### src/rtl/trace_capture_pkg.sv
// Shared types and constants for the trace_capture block.
package trace_capture_pkg;

    typedef enum logic [1:0] {
        IDLE    = 2'd0,
        ARMED   = 2'd1,
        CAPTURE = 2'd2
    } state_e;

    typedef struct packed {
        logic [31:0] addr;
        logic [31:0] data;
        logic [31:0] tstamp;
    } trace_entry_t;

    localparam logic [15:0] OVF_MAX = 16'hFFFF;

endpackage

### src/rtl/trace_capture_fifo.sv
// Show-ahead FIFO of trace records; clear has priority over enq/deq.
module trace_capture_fifo
    import trace_capture_pkg::*;
#(
    parameter int DEPTH = 8,
    parameter int CNT_W = $clog2(DEPTH) + 1
) (
    input  logic             clk,
    input  logic             rst,
    input  logic             clear,
    input  logic             enq,
    input  trace_entry_t     enq_entry,
    input  logic             deq,
    output trace_entry_t     head,
    output logic [CNT_W-1:0] count,
    output logic             full,
    output logic             empty
);

    localparam int PTR_W = $clog2(DEPTH);

    trace_entry_t     mem_q [DEPTH];
    logic [PTR_W-1:0] wr_ptr_q, wr_ptr_d;
    logic [PTR_W-1:0] rd_ptr_q, rd_ptr_d;
    logic [CNT_W-1:0] count_q, count_d;

    // NOTE: every always_comb output gets a default first, so no path can infer a latch.
    always_comb begin
        wr_ptr_d = wr_ptr_q;
        rd_ptr_d = rd_ptr_q;
        count_d  = count_q;
        if (clear) begin
            wr_ptr_d = '0;
            rd_ptr_d = '0;
            count_d  = '0;
        end else begin
            if (enq) wr_ptr_d = wr_ptr_q + 1'b1;
            if (deq) rd_ptr_d = rd_ptr_q + 1'b1;
            case ({enq, deq})
                2'b10:   count_d = count_q + 1'b1;
                2'b01:   count_d = count_q - 1'b1;
                default: count_d = count_q;
            endcase
        end
    end

    // NOTE: state flops use non-blocking assignments so every flop samples pre-edge values.
    always_ff @(posedge clk or negedge rst) begin
        if (!rst) begin
            wr_ptr_q <= '0;
            rd_ptr_q <= '0;
            count_q  <= '0;
        end else begin
            wr_ptr_q <= wr_ptr_d;
            rd_ptr_q <= rd_ptr_d;
            count_q  <= count_d;
        end
    end

    // NOTE: storage is deliberately not reset; count gates visibility, so stale contents never leak.
    always_ff @(posedge clk) begin
        if (enq && !clear) mem_q[wr_ptr_q] <= enq_entry;
    end

    assign empty = (count_q == '0);
    assign full  = (count_q == CNT_W'(DEPTH));
    assign count = count_q;
    assign head  = empty ? '0 : mem_q[rd_ptr_q];

endmodule

### src/rtl/trace_capture.sv
// Commit-trace capture: trigger FSM, show-ahead record FIFO, overflow counter.
// Optional per-record cycle timestamp under `define TRACE_CAPTURE_TSTAMP_EN.
module trace_capture
    import trace_capture_pkg::*;
#(
    parameter int DEPTH = 8,
    parameter int CNT_W = $clog2(DEPTH) + 1
) (
    input  logic             clk,
    input  logic             rst,
    input  logic             trace_val,
    input  logic [31:0]      trace_addr,
    input  logic [31:0]      trace_data,
    input  logic             arm,
    input  logic [31:0]      trig_addr,
    input  logic             clear,
    output logic             deq_val,
    input  logic             deq_rdy,
    output logic [31:0]      deq_addr,
    output logic [31:0]      deq_data,
    output logic [31:0]      deq_tstamp,
    output logic [CNT_W-1:0] count,
    output logic             full,
    output logic [15:0]      overflow_cnt,
    output logic [1:0]       state
);

    state_e       state_q, state_d;
    logic [15:0]  ovf_q, ovf_d;
    logic         trig_hit, cap, deq_fire, enq, drop, empty;
    logic [31:0]  enq_tstamp;
    trace_entry_t enq_entry, head;

    assign trig_hit = trace_val && (trace_addr == trig_addr);

    always_comb begin
        state_d = state_q;
        if (!arm) begin
            state_d = IDLE;
        end else begin
            case (state_q)
                IDLE:    state_d = ARMED;
                ARMED:   if (trig_hit) state_d = CAPTURE;
                CAPTURE: state_d = CAPTURE;
                default: state_d = IDLE;
            endcase
        end
    end

    // The triggering record itself is captured, not just those after it.
    assign cap      = arm && trace_val &&
                      ((state_q == CAPTURE) || (state_q == ARMED && trace_addr == trig_addr));
    assign deq_fire = !empty && deq_rdy;
    assign enq      = cap && (!full || deq_fire);
    assign drop     = cap && full && !deq_fire;

    always_comb begin
        ovf_d = ovf_q;
        if (clear)                       ovf_d = '0;
        else if (drop && ovf_q != OVF_MAX) ovf_d = ovf_q + 16'd1;
    end

    always_ff @(posedge clk or negedge rst) begin
        if (!rst) begin
            state_q <= IDLE;
            ovf_q   <= '0;
        end else begin
            state_q <= state_d;
            ovf_q   <= ovf_d;
        end
    end

`ifdef TRACE_CAPTURE_TSTAMP_EN
    logic [31:0] tstamp_q, tstamp_d;

    assign tstamp_d = tstamp_q + 32'd1;

    always_ff @(posedge clk or negedge rst) begin
        if (!rst) tstamp_q <= '0;
        else      tstamp_q <= tstamp_d;
    end

    assign enq_tstamp = tstamp_q;
    assign deq_tstamp = head.tstamp;
`else
    logic unused_tstamp;

    assign enq_tstamp    = '0;
    assign deq_tstamp    = '0;
    assign unused_tstamp = ^head.tstamp;
`endif

    assign enq_entry = '{addr: trace_addr, data: trace_data, tstamp: enq_tstamp};

    trace_capture_fifo #(
        .DEPTH (DEPTH),
        .CNT_W (CNT_W)
    ) u_fifo (
        .clk       (clk),
        .rst       (rst),
        .clear     (clear),
        .enq       (enq),
        .enq_entry (enq_entry),
        .deq       (deq_fire),
        .head      (head),
        .count     (count),
        .full      (full),
        .empty     (empty)
    );

    assign deq_val      = !empty;
    assign deq_addr     = head.addr;
    assign deq_data     = head.data;
    assign overflow_cnt = ovf_q;
    assign state        = state_q;

endmodule

### config.mk
export PLATFORM = sky130hd
export DESIGN_NAME = trace_capture
export DESIGN_NICKNAME = d
export VERILOG_FILES = /design/src/rtl/trace_capture_pkg.sv /design/src/rtl/trace_capture_fifo.sv /design/src/rtl/trace_capture.sv
export SDC_FILE = /design/constraint.sdc
export NUM_CORES = 1
export LEC_CHECK = 0
export CAP_MARGIN = 20
export CORE_MARGIN = 2
export CORE_UTILIZATION = 29
export DETAILED_ROUTE_END_ITERATION = 10
export SLEW_MARGIN = 20
export SYNTH_ARGS = -nofsm -noshare
export SYNTH_HDL_FRONTEND = slang
export SYNTH_SLANG_ARGS = --single-unit
### constraint.sdc
create_clock -name clk -period 18.3 [get_ports clk]
set_input_delay 3.66 -clock clk [delete_from_list [all_inputs] [get_ports clk]]
set_output_delay 3.66 -clock clk [all_outputs]
set_load 0.02 [all_outputs]
==> qor_table.md <==
| Group | Result | Value |
| --- | --- | --- |
| outcome | Status | complete, no violations |
| clock tree | Number of cells upsized or downsized after cts | 0 |
| synthesis | Average size of a mapped cell | 20.31 sq um |
| global route | Leftover overflow at the end of global routing | 0 |
| worst setup path | Worst path arrival time | 8.54 ns |
| placed design | Last weighted congestion value of the routability-driven placer | 0.7594 |
| floorplanning | Total Die Area | 77070 sq um |
| worst hold path | Kind of path behind the tightest hold check | register to register |
| synthesis | Most instantiated flip-flop cell in the synthesis netlist | edfxtp_1 |
| power and ir drop | Sequential share of power | 45.5% |
| placed design | Count of input and output buffers | 189 |
| synthesis | Post-synthesis sequential element count | 540 |
| global route | Via count of the first global-routing pass | 11336 |
| worst setup path | Worst-path maximum fanout | 35 |
| floorplanning | Effective utilization at floorplan | 29.21% |
| timing | Tightest hold margin | 0.5838 ns |
| power and ir drop | Leak pwr | 8.102 nW |
| worst setup path | Critical path required time | 18.52 ns |
| clock tree | Maximum clock path buffer count | 3 |
| timing | Share of the cycle needed by the critical path after routing | 45.48% |
| global route | All-Layer GR Usage | 12.86% |
| worst setup path | Highest-delay cell along the critical path | nor4_1 |
| clock tree | TritonCTS clock tree | yes |
| power and ir drop | Combinational power share | 19.5% |
| route | Drt via density | 4.606 |
| power and ir drop | Part of the power in the clock network | 34.9% |
| power and ir drop | Int Power | 0.002246 W |
| route | Number of DRC violations after detailed-routing iteration 0 | 701 |
| worst setup path | Category of the worst setup path capture point | register |
| synthesis | Ys async rst share | 5.185% |
| route | Count of unresolved DRC violations after routing | 0 |
| clock tree | Clock insertion delay at the later pin of the skew report | 0.60 ns |
| worst setup path | Worst setup path category | input pin to register |
| timing | Max-slew violation total from the final report | 0 |
| power and ir drop | Overall Power | 0.003039 W |
| run | Reported max-cap violation count | 0 |
| route | WL per Instance | 21.75 microns |
| power and ir drop | Power dissipated by switching net loads | 0.0007925 W |
| worst setup path | CP cell instances | clkdlybuf4s50_1, xor2_1, nor4_1, nand4_1, o41a_4, or3_4, nor2_4, buf_4 |
| route | Drt total wl | 49840 microns |
| timing | Transition time of the tightest slew-check pin | 1.079 ns |
| clock tree | Post-CTS Setup Bufs | 0 |
| floorplanning | Number of primary I/O pins | 222 |
| clock tree | Sink count of the clock tree | 540 |
| clock tree | Master cell of the clock root buffer | clkbuf_16 |
| power and ir drop | Power per standard cell area | 115.1 nW/um^2 |
| timing | Number of hold-slack violations in the final timing report | 0 |
| placed design | Instance count after placement with tap cells included | 2190 |
| timing | Sum Neg Setup Slack | 0 ns |
| worst setup path | Buffering stage count on the worst path with inverters included | 2 |
| layout | Area added between synthesis and finish | 21.57% |
| clock tree | CTS Hold Bufs | 0 |
| clock tree | Clock buffers created by TritonCTS | 55 |
| timing | Total setup violations reported at the end of the flow | 0 |
| synthesis | Cell area after synthesis | 21710 sq um |
| route | Routed vias | 10556 |
| placed design | Placed wire-length estimate | 29400 microns |
| route | Detailed-routing iteration count for the pre-antenna-repair pass | 5 |
| timing | Largest clock skew in the final design | 0.01344 ns |
| worst setup path | Largest stage delay, worst path | 0.85 ns |
| floorplanning | Area of the core | 74320 sq um |
| floorplanning | DIE HEIGHT | 277.6 microns |
| synthesis | Yosys warnings | 0 |
| worst setup path | CP startpoint kind | input pin |
| global route | Pin count of the biggest net entering global routing | 106 |
| route | Number of antenna-violating nets in the routed design | 0 |
| synthesis | Count of flip-flops with a built-in enable after synthesis | 512 |
| timing | Setup repair after global routing missed its margin | false |
| synthesis | Post-synthesis cell count | 1069 |
| power and ir drop | Worst VDD drop | 0.07003 mV |
| synthesis | Sequential cell area fraction in the yosys report | 74.04% |
| clock tree | Clock-pin slew reported for the worst setup and hold paths after clock tree synthesis | 0.06 ns |
| layout | # fillers | 6923 |
| global route | Antenna violations before repair | 7 |
| synthesis | Number of library cell types mapped by synthesis | 53 |
| global route | Wire length of the first global-routing pass | 74020 microns |
| power and ir drop | Net Sw Frac | 26.08% |
| layout | Net total in the final layout | 1389 |
| floorplanning | Row count | 100 |
| timing | Highest achievable clock rate | 0.1202 GHz |
| clock tree | H-tree levels | 2 |
| timing | Headroom to the max-slew limit | 28.06% |
| timing | Minimum clock period after layout | 8.322 ns |
| worst setup path | Critical path's top delay family | simple AND/OR/NAND/NOR gates |
| layout | Non-filler instance count after layout | 2292 |
| floorplanning | Die width | 277.6 microns |
| layout | Fraction of layout instances using a drive strength above 1 | 18.82% |
| layout | Diode count | 0 |
==> cell usage in the layout (no fill, tap or decap), types with 4 or more instances in the layout <==
master,synthesis,layout
dfrtp_1,28,25
xnor2_1,8,8
a21oi_1,7,7
conb_1,1,32
mux2i_1,70,70
nor4_1,10,8
ha_1,8,8
nand3_1,12,12
inv_6,0,4
clkinv_1,0,7
inv_1,6,6
clkdlybuf4s50_1,0,189
nor4_2,4,5
mux2_2,4,4
clkinv_2,0,10
nand2_1,8,8
xor2_1,36,36
nor2b_1,6,6
nor2_1,91,89
clkbuf_16,0,55
and3_1,5,5
buf_4,34,11
edfxtp_1,512,512
clkbuf_1,23,17
nand4_1,4,4
mux4_2,128,128
==> registers in the layout, summed over array words and instances, names as in the netlist <==
signal / count
u_fifo.rd_ptr_q: 3
u_fifo.mem_q: 512
overflow_cnt: 16
state: 2
u_fifo.wr_ptr_q: 3
u_fifo.count: 4
==> power groups by stage <==
| stage | registers, W | logic (W) | clock network [W] |
|---|---|---|---|
| 5_1_grt | 0.00139 | 0.000643 | 0.00113 |
| 4_1_cts | 0.00139 | 0.000614 | 0.00108 |
| 3_3_place_gp | 0.00141 | 0.000608 | 0 |
| 3_5_place_dp | 0.00141 | 0.000612 | 0 |
| 6_report | 0.00138 | 0.000593 | 0.00106 |
| 2_1_floorplan | 0.00140 | 0.000365 | 0 |
==> per-stage QoR <==
stage | util [%] | setup WS (ns) | area (sq um)
2_1_floorplan | - | 5.857 | 21830
3_3_place_gp | 33.20 | 9.303 | 24680
3_5_place_dp | 33.21 | 9.203 | 24680
4_1_cts | 35.50 | 9.827 | 26390
5_1_grt | 35.51 | 9.569 | 26390
6_report | 35.51 | 9.978 | 26390
==> synthesized netlist by cell type, types with 3 or more instances <==
cell / instances / share of area (%)
edfxtp_1: 512 / 71
mux4_2: 128 / 13
nor2_1: 91 / 1.6
mux2i_1: 70 / 3.2
xor2_1: 36 / 1.5
buf_4: 34 / 1.2
dfrtp_1: 28 / 3.2
buf_1: 23 / 0.40
clkbuf_1: 23 / 0.40
nand3_1: 12 / 0.28
nor4_1: 10 / 0.29
ha_1: 8 / 0.46
nand2_1: 8 / 0.14
xnor2_1: 8 / 0.32
a21oi_1: 7 / 0.16
inv_1: 6 / 0.10
nor2b_1: 6 / 0.17
and3_1: 5 / 0.14
mux2_2: 4 / 0.21
nand4_1: 4 / 0.12
nor4_2: 4 / 0.23
nor3b_1: 3 / 0.10
==> worst min-delay path, stage by stage (launching register included) <==
cell	delay, ns
dfrtp_1	0.38
xnor2_1	0.13
nor2_1	0.04
==> metal layers <==
metal  global-route usage [%]  part of all wire (%)  up-vias
li1                         -                     -     4678
met1                    17.12                    44     5511
met2                    21.34                    49      281
met3                    3.217                   5.8       74
met4                    2.675                   1.6       12
met5                        0                  0.14        -
==> final cells by class <==
cell class,count,area [sq um],share of cell area [%]
Multi-Input combinational cell,471,5338,20.22
Tap cell,969,1212,4.594
Timing Repair Buffer,204,2028,7.685
Sequential cell,540,16090,60.95
Clock buffer,75,1481,5.613
Inverter,6,22.52,0.08533
Clock inverter,27,224.0,0.8486
==> path summary, 6_finish.rpt <==
check / start / end / slack, ns / depth (start not counted)
max in group asynchronous: rst / u_fifo.rd_ptr_q[0] / 14.51 / 2
max: trace_addr[21] / u_fifo.mem_q[3][56] / 9.98 / 8
min in group asynchronous: rst / overflow_cnt[10] / 3.47 / 2
max reg2reg: state[1] / u_fifo.mem_q[3][56] / 14.72 / 7
min: overflow_cnt[4] / overflow_cnt[4] / 0.58 / 2
min reg2reg: overflow_cnt[4] / overflow_cnt[4] / 0.58 / 2
==> cells by family (layout without fill, tap and decap cells) <==
group	count (synthesis)	after routing	share of synthesized area [%]
buffers and inverters	89	312	2.184
other	1	32	0.01727
adder cells (fa/ha/maj)	9	9	0.5533
multiplexers	203	203	16.76
AND/OR/NAND/NOR	163	163	3.971
AO/OA/AOI/OAI	20	20	0.6916
XOR/XNOR	44	44	1.775
flip-flops	540	540	74.04
No activity file was read; power rests on OpenSTA's default activity.
